`src/rtl/lcd_pkg.sv`:
```
// Shared constants, types and address helpers for the HD44780-style bus receiver.
package lcd_pkg;
    localparam int COLS  = 16;
    localparam int ROWS  = 2;
    localparam int CELLS = COLS * ROWS;

    localparam logic [7:0] OP_CLEAR = 8'h01;
    localparam logic [7:0] OP_HOME  = 8'h02;
    localparam logic [7:0] OP_ENTRY = 8'h04;
    localparam logic [7:0] OP_DISP  = 8'h08;
    localparam logic [7:0] OP_SHIFT = 8'h10;
    localparam logic [7:0] OP_FUNC  = 8'h20;
    localparam logic [7:0] OP_CGRAM = 8'h40;
    localparam logic [7:0] OP_DDRAM = 8'h80;

    localparam logic [6:0] LINE1_BASE   = 7'h00;
    localparam logic [6:0] LINE2_BASE   = 7'h40;
    localparam logic [6:0] LINE1_END    = 7'h27;
    localparam logic [6:0] LINE2_END    = 7'h67;
    localparam logic [6:0] ONE_LINE_END = 7'h4F;

    typedef enum logic [1:0] {ST_IDLE, ST_EXEC, ST_CLEAR} state_e;

    typedef enum logic [3:0] {
        CMD_NOP, CMD_CLEAR, CMD_HOME, CMD_ENTRY, CMD_DISP,
        CMD_SHIFT, CMD_FUNC, CMD_CGRAM, CMD_DDRAM
    } cmd_e;

    typedef struct packed {
        logic       rs;
        logic       rw;
        logic       e;
        logic [7:0] data;
    } bus_s;

    // Checks run lowest to highest so the highest set bit wins.
    function automatic cmd_e decode_cmd(input logic [7:0] d);
        cmd_e c;
        c = CMD_NOP;
        if (|(d & OP_CLEAR)) c = CMD_CLEAR;
        if (|(d & OP_HOME))  c = CMD_HOME;
        if (|(d & OP_ENTRY)) c = CMD_ENTRY;
        if (|(d & OP_DISP))  c = CMD_DISP;
        if (|(d & OP_SHIFT)) c = CMD_SHIFT;
        if (|(d & OP_FUNC))  c = CMD_FUNC;
        if (|(d & OP_CGRAM)) c = CMD_CGRAM;
        if (|(d & OP_DDRAM)) c = CMD_DDRAM;
        return c;
    endfunction

    function automatic logic [6:0] step_addr(input logic [6:0] a, input logic inc, input logic two);
        logic [6:0] n;
        n = inc ? a + 7'd1 : a - 7'd1;
        if (two) begin
            if (inc && a == LINE1_END)        n = LINE2_BASE;
            else if (inc && a == LINE2_END)   n = LINE1_BASE;
            else if (!inc && a == LINE1_BASE) n = LINE2_END;
            else if (!inc && a == LINE2_BASE) n = LINE1_END;
        end else begin
            if (inc && a == ONE_LINE_END)     n = LINE1_BASE;
            else if (!inc && a == LINE1_BASE) n = ONE_LINE_END;
        end
        return n;
    endfunction

    // {hit, cell index}: only the first 16 columns of each line are stored.
    function automatic logic [5:0] map_cell(input logic [6:0] a);
        logic [5:0] r;
        r = '0;
        if (a[6:4] == LINE1_BASE[6:4])      r = {2'b10, a[3:0]};
        else if (a[6:4] == LINE2_BASE[6:4]) r = {2'b11, a[3:0]};
        return r;
    endfunction
endpackage

```
`src/rtl/lcd_rx_if.sv`:
```
// Pin-level HD44780-style bus between an LCD driver (master) and the receiver (slave).
interface lcd_rx_if;
    logic       lcd_rs;
    logic       lcd_rw;
    logic       lcd_e;
    logic [7:0] lcd_data;

    modport master (output lcd_rs, lcd_rw, lcd_e, lcd_data);
    modport slave  (input  lcd_rs, lcd_rw, lcd_e, lcd_data);
endinterface

```
`src/rtl/lcd_bus_sync.sv`:
```
// Synchronizes the asynchronous LCD bus and flags each falling edge of E.
module lcd_bus_sync import lcd_pkg::*; #(
    parameter int SYNC_STAGES = 2
) (
    input  logic       clk,
    input  logic       rst,
    input  bus_s       i_bus,
    output logic       o_strobe,
    output logic       o_rs,
    output logic       o_rw,
    output logic [7:0] o_data
);
    bus_s [SYNC_STAGES-1:0] r_sync;
    logic                   r_e_prev;

    always_ff @(posedge clk or negedge rst) begin
        if (!rst) begin
            r_sync   <= '0;
            r_e_prev <= 1'b0;
        end else begin
            r_sync   <= {r_sync[SYNC_STAGES-2:0], i_bus};
            r_e_prev <= r_sync[SYNC_STAGES-1].e;
        end
    end

    // rs/rw/data come from the same stage as the E sample that fell.
    assign o_strobe = r_e_prev & ~r_sync[SYNC_STAGES-1].e;
    assign o_rs     = r_sync[SYNC_STAGES-1].rs;
    assign o_rw     = r_sync[SYNC_STAGES-1].rw;
    assign o_data   = r_sync[SYNC_STAGES-1].data;
endmodule

```
`src/rtl/lcd_rx.sv`:
```
// Passive HD44780 bus snooper: decodes instructions and mirrors the 2x16 visible DDRAM.
module lcd_rx import lcd_pkg::*; #(
    parameter int         SYNC_STAGES = 2,
    parameter logic [7:0] BLANK_CHAR  = 8'h20
) (
    input  logic       clk,
    input  logic       rst,
    lcd_rx_if.slave    bus,
    input  logic [4:0] rd_index,
    output logic [7:0] rd_char,
    output logic       disp_on,
    output logic [6:0] ddram_addr,
    output logic       busy,
    output logic       cmd_pulse,
    output logic       data_pulse,
    output logic       overrun
);
    bus_s                  w_bus_in;
    logic                  w_strobe, w_rs, w_rw, w_accept, w_drop;
    logic [7:0]            w_data;
    logic [5:0]            w_cell;
    state_e                r_state, w_state_nx;
    logic                  r_rs;
    logic [7:0]            r_op;
    logic [CELLS-1:0][7:0] r_cells;
    logic [4:0]            r_clr_idx;
    logic [6:0]            r_addr;
    logic                  r_inc, r_two_line, r_cgram, r_disp_on;
    logic                  r_cmd_pulse, r_data_pulse, r_overrun;
    logic [7:0]            r_rd_char;

    assign w_bus_in = {bus.lcd_rs, bus.lcd_rw, bus.lcd_e, bus.lcd_data};

    lcd_bus_sync #(.SYNC_STAGES(SYNC_STAGES)) u_sync (
        .clk(clk), .rst(rst), .i_bus(w_bus_in),
        .o_strobe(w_strobe), .o_rs(w_rs), .o_rw(w_rw), .o_data(w_data)
    );

    // Reads (rw=1) are invisible: no pulse, no overrun.
    assign w_accept = w_strobe & ~w_rw & (r_state == ST_IDLE);
    assign w_drop   = w_strobe & ~w_rw & (r_state != ST_IDLE);
    assign w_cell   = map_cell(r_addr);

    always_ff @(posedge clk or negedge rst) begin
        if (!rst) r_state <= ST_IDLE;
        else      r_state <= w_state_nx;
    end

    always_comb begin
        w_state_nx = r_state;
        case (r_state)
            ST_IDLE:  if (w_accept) w_state_nx = ST_EXEC;
            ST_EXEC:  w_state_nx = (!r_rs && decode_cmd(r_op) == CMD_CLEAR) ? ST_CLEAR : ST_IDLE;
            ST_CLEAR: if (r_clr_idx == 5'(CELLS - 1)) w_state_nx = ST_IDLE;
            default:  w_state_nx = ST_IDLE;
        endcase
    end

    always_ff @(posedge clk or negedge rst) begin
        if (!rst) begin
            r_cells      <= {CELLS{BLANK_CHAR}};
            r_rd_char    <= BLANK_CHAR;
            r_rs         <= 1'b0;
            r_op         <= '0;
            r_clr_idx    <= '0;
            r_addr       <= '0;
            r_inc        <= 1'b1;
            r_two_line   <= 1'b0;
            r_cgram      <= 1'b0;
            r_disp_on    <= 1'b0;
            r_cmd_pulse  <= 1'b0;
            r_data_pulse <= 1'b0;
            r_overrun    <= 1'b0;
        end else begin
            r_cmd_pulse  <= 1'b0;
            r_data_pulse <= 1'b0;
            r_rd_char    <= r_cells[rd_index];
            if (w_drop) r_overrun <= 1'b1;
            if (w_accept) begin
                r_rs <= w_rs;
                r_op <= w_data;
            end
            case (r_state)
                ST_EXEC: begin
                    if (r_rs) begin
                        r_data_pulse <= 1'b1;
                        if (!r_cgram && w_cell[5]) r_cells[w_cell[4:0]] <= r_op;
                        r_addr <= step_addr(r_addr, r_inc, r_two_line);
                    end else begin
                        r_cmd_pulse <= 1'b1;
                        case (decode_cmd(r_op))
                            CMD_CLEAR: r_clr_idx  <= '0;
                            CMD_HOME:  r_addr     <= LINE1_BASE;
                            CMD_ENTRY: r_inc      <= r_op[1];
                            CMD_DISP:  r_disp_on  <= r_op[2];
                            CMD_SHIFT: if (!r_op[3]) r_addr <= r_op[2] ? r_addr + 7'd1 : r_addr - 7'd1;
                            CMD_FUNC:  r_two_line <= r_op[3];
                            CMD_CGRAM: r_cgram    <= 1'b1;
                            CMD_DDRAM: begin
                                r_cgram <= 1'b0;
                                r_addr  <= r_op[6:0];
                            end
                            default: ;
                        endcase
                    end
                end
                ST_CLEAR: begin
                    r_cells[r_clr_idx] <= BLANK_CHAR;
                    r_clr_idx          <= r_clr_idx + 5'd1;
                    if (r_clr_idx == 5'(CELLS - 1)) begin
                        r_addr <= LINE1_BASE;
                        r_inc  <= 1'b1;
                    end
                end
                default: ;
            endcase
        end
    end

    assign rd_char    = r_rd_char;
    assign disp_on    = r_disp_on;
    assign ddram_addr = r_addr;
    assign busy       = (r_state == ST_CLEAR);
    assign cmd_pulse  = r_cmd_pulse;
    assign data_pulse = r_data_pulse;
    assign overrun    = r_overrun;
endmodule

```
`src/flat_wrapper.sv`:
```
// flat-port wrapper written by rule: the top's interface ports become plain ports
module lcd_rx_flat import lcd_pkg::*;
#(
    parameter int         SYNC_STAGES = 2,
    parameter logic [7:0] BLANK_CHAR  = 8'h20
)
  (clk, rst, rd_index, rd_char, disp_on, ddram_addr, busy, cmd_pulse, data_pulse, overrun, bus_lcd_rs, bus_lcd_rw, bus_lcd_e, bus_lcd_data);
  lcd_rx_if bus_i ();
  input  logic clk;
  input  logic rst;
  input  logic [4:0] rd_index;
  output logic [7:0] rd_char;
  output logic disp_on;
  output logic [6:0] ddram_addr;
  output logic busy;
  output logic cmd_pulse;
  output logic data_pulse;
  output logic overrun;
  input wire logic [$bits(bus_i.lcd_rs)-1:0] bus_lcd_rs;
  input wire logic [$bits(bus_i.lcd_rw)-1:0] bus_lcd_rw;
  input wire logic [$bits(bus_i.lcd_e)-1:0] bus_lcd_e;
  input wire logic [$bits(bus_i.lcd_data)-1:0] bus_lcd_data;
  assign bus_i.lcd_rs = bus_lcd_rs;
  assign bus_i.lcd_rw = bus_lcd_rw;
  assign bus_i.lcd_e = bus_lcd_e;
  assign bus_i.lcd_data = bus_lcd_data;
  lcd_rx #(.SYNC_STAGES(SYNC_STAGES), .BLANK_CHAR(BLANK_CHAR)) u_core (.clk(clk), .rst(rst), .bus(bus_i), .rd_index(rd_index), .rd_char(rd_char), .disp_on(disp_on), .ddram_addr(ddram_addr), .busy(busy), .cmd_pulse(cmd_pulse), .data_pulse(data_pulse), .overrun(overrun));
endmodule
```
`config.mk`:
```
export PLATFORM = sky130hd
export DESIGN_NAME = lcd_rx_flat
export DESIGN_NICKNAME = d
export VERILOG_FILES = /design/src/rtl/lcd_pkg.sv /design/src/rtl/lcd_rx_if.sv /design/src/rtl/lcd_bus_sync.sv /design/src/rtl/lcd_rx.sv /design/src/flat_wrapper.sv
export SDC_FILE = /design/constraint.sdc
export NUM_CORES = 1
export LEC_CHECK = 0
export CAP_MARGIN = 20
export CORE_ASPECT_RATIO = 0.75
export CORE_UTILIZATION = 60
export CTS_CLUSTER_DIAMETER = 30
export CTS_CLUSTER_SIZE = 24
export DETAILED_ROUTE_END_ITERATION = 8
export DONT_BUFFER_PORTS = 1
export PLACE_DENSITY = 0.76
export SYNTH_ARGS = -nofsm -noshare
export SYNTH_HDL_FRONTEND = slang
export SYNTH_SLANG_ARGS = --single-unit
```
`constraint.sdc`:
```
create_clock -name clk -period 2.3 [get_ports clk]
set_clock_uncertainty 0.15 [all_clocks]
set_input_delay 0.23 -clock clk [delete_from_list [all_inputs] [get_ports clk]]
set_output_delay 0.23 -clock clk [all_outputs]
set_load 0.01 [all_outputs]
```
==> flow_summary.toml <==
[yosys]
yosys.cell_types.count = 63
postSynth.asyncResetShare_pct = 100
synth_common_cells = "dfrtp_1 (283), a22o_1 (227), mux4_2 (80)"
syn-num-nets = 1151
synth_area_leaders = "dfrtp_1 (49%), a22o_1 (14%), mux4_2 (12%), dfstp_2 (6.1%), a21oi_1 (2.5%)"
syn_avg_cell_area_sq_um = 13.0
synth-edff-count = 0
synthDominantCellAreaShare_pct = 48.6
ys_ff_latch = 317
ys_seq_area_share_pct = 54.8
yosysMostFrequentCell = "dfrtp_1"
yosys_warnings = 0
syn_area_sq_um = 14600
yosysTopAreaCell = "dfrtp_1"
synthCells = 1122
synth_flop_cell = "dfrtp_1"

[power_and_ir_drop]
clkPwrFrac_pct = 33.2
power_density_nw_per_um2 = 1260
p_leak_nw = 7.67
p_sw_share_pct = 32.9
power.share.sequential_pct = 37.4
p_sw_mw = 7.22
p_int_mw = 14.7
max-vdd-ir-drop_mv = 0.819
comb_power_share_pct = 29.4

[critical_path]
r2r_cells = 6
cp_max_fo = 7
r2r_start = "u_core.ddram_addr[4]"
required_ns = 2.57
cp-start-kind = "register"
endpoint_kind = "register"
cp.arrival_ns = 2.54
r2r_end = "u_core.r_cells[231]"
reg2reg_slack_ns = 0.03
critPathKind = "register to register"

[global_routing]
grt_util_all_layers_pct = 35.2
grt_pass1_wl_um = 65600
grt_pass1_vias = 10984
antenna_found_initial = 0
grt-ovfl-total = 0
grt_max_degree = 318

[timing]
fmax_mhz = 441
worst_pin_slew_ns = 0.917
layout_min_cycle_time_ns = 2.27
setup_viol = 0
maxSlewHeadroom_pct = 38.7
finalMaxSlewViolations = 0
hold_viol_final = 317
fin_crit_sh_pct = 98.6
rsz0062_at_grt = "yes"
holdWs_ns = -0.759

[clock_network]
htree_levels = 2
cts_made_buffers = 45
cts_tree = "built"
clk_pin_slew_worst_paths_ns = 0.05
cts_root_buf = "clkbuf_16"
insertion_delay_ns = 0.55
cts_sinks = 317
clockBufferDepth = 3
hold_buffers = 14

[final_layout]
antenna_cells = 0
drive_gt1_share_pct = 31.5
layout.area.seq_sq_um = 7980
multiInputGateArea_sq_um = 6340
nets = 1257
stdcell_count = 1564
utilization_pct = 74.6
area_growth_pct = 19.9
n_fill_cell = 1419

[drt]
drt_iter0_drc = 1363
drt_wl_total_um = 42200
post-route-drc-count = 0
dr_total_vias = 11320
wl_per_cell_um = 27.0
ant_nets = 0
first_pass_iters = 6
vias_per_cell = 7.24

[status]
violations = "negative hold slack"
status = "finished with violations"

[die]
num_io_pins = 38
num_rows = 48
initial_core_util_pct = 62.2
fp.dieW_um = 182
dieHeight_um = 137
floorplan.die_area_sq_um = 24900
core_sq_um = 23400

[placed_design]
place_congestion = 0.979
placed_cells = 1465
io_buffers = 0
dp_hpwl_um = 26300

[min_path]
hold_class = "input pin to async pin"

[flow_run]
maxCapViolCount = 0
## per-layer routing
| layer | part of all wire, % | GRT usage [%] | wire, um |
|---|---|---|---|
| met3 | 13 | 12.5 | 5420 |
| met1 | 41 | 51.2 | 17400 |
| met2 | 43 | 48.9 | 18000 |
| met4 | 3.3 | 12.6 | 1400 |
| met5 | 0 | 0 | 0 |
## cell families (layout without fill, tap and decap cells)
| group | Yosys count | in the layout | share of synthesized area, % |
|---|---|---|---|
| AOI/OAI and AO/OA | 386 | 386 | 20.4 |
| adders and majority gates | 11 | 11 | 0.945 |
| buffers and inverters | 94 | 236 | 2.79 |
| DFF | 317 | 317 | 54.8 |
| and+or+nand+nor | 205 | 205 | 6.68 |
| xor gates and xnor gates | 8 | 8 | 0.481 |
| muxes | 101 | 101 | 14.0 |
## power by group through the flow
stage	Sequential (mW)	Clock (mW)	Combinational, mW
floorplan	7.80	0	4.19
global placement	8.12	0	5.87
detailed placement	8.16	0	5.99
CTS	8.12	7.33	6.11
global route	8.32	7.59	6.81
finish	8.20	7.29	6.44
## worst max-delay path: stages, from the launching register on
cell     delay [ns]
dfrtp_2        0.44
nor2_2         0.16
buf_4          0.16
nand4_1        0.36
o22ai_1        0.36
nand2_1        0.26
a22o_1         0.25
## worst max-delay path by stage
stage	start	end	slack (ns)	cells after the start
6_report	u_core.ddram_addr[4]	u_core.r_cells[231]	0.03	6
5_1_grt	u_core.ddram_addr[2]	u_core.ddram_addr[2]	-0.07	7
4_1_cts	u_core.ddram_addr[4]	u_core.ddram_addr[6]	0.009	7
3_5_place_dp	u_core.ddram_addr[4]	u_core.r_cells[0]	-0.05	4
3_3_place_gp	u_core.r_state[0]	u_core.r_cells[191]	0.04	6
2_1_floorplan	rd_index[1]	u_core.rd_char[0]	0.11	5
## registers in the layout, indices dropped and copies added (netlist names)
register                flops
u_core.overrun              1
u_core.u_sync.o_rw          1
u_core.r_rs                 1
u_core.r_state              2
u_core.r_op                 8
u_core.data_pulse           1
u_core.u_sync.r_sync       12
u_core.disp_on              1
u_core.u_sync.r_e_prev      1
u_core.rd_char              8
u_core.r_cgram              1
u_core.r_cells            256
u_core.ddram_addr           7
u_core.u_sync.o_rs          1
u_core.r_inc                1
u_core.r_two_line           1
u_core.cmd_pulse            1
u_core.r_clr_idx            5
u_core.u_sync.o_data        8
## cells in the final DEF, fill, tap and decap left out, drive strengths merged, types with 14 or more instances in the layout
master  instances
o22ai          34
a21oi          72
nand2          64
mux4           80
nor2           68
mux2           19
a22o          227
buf           128
o21ai          14
dfstp          34
nand3          19
clkbuf         57
dfrtp         283
## metrics by stage
| step | setup WS, ns | total power [mW] | hold slack [ns] | area, sq um | TNS, ns |
|---|---|---|---|---|---|
| after CTS | 0.00915 | 21.6 | -0.765 | 17300 | 0 |
| after detailed placement | -0.0472 | 14.2 | -0.199 | 15500 | -0.270 |
| after global routing | -0.0737 | 22.7 | -0.764 | 17500 | -0.293 |
| after global placement | 0.0411 | 14.0 | -0.203 | 15500 | 0 |
| final | 0.0325 | 21.9 | -0.759 | 17500 | 0 |
| after floorplan | 0.112 | 12.0 | -0.216 | 14600 | 0 |
## layout make-up
cell class	count	area share, %
Clock buffer	57	7.06
Inverter	12	0.279
Timing Repair Buffer	141	6.42
Sequential cell	317	45.7
Multi-Input combinational cell	711	36.3
Clock inverter	26	2.10
Tap cell	300	2.15
## timing repair
item | CTS | global route
endpoints found under the setup margin | 7 | 191
endpoints found under the hold margin | 336 | 317
resized for setup | 1 | 50
setup buffers | 0 | 1
cloned | 0 | 1
pin swaps | 0 | 3
Note: power is estimated with default switching activity, not from simulation.
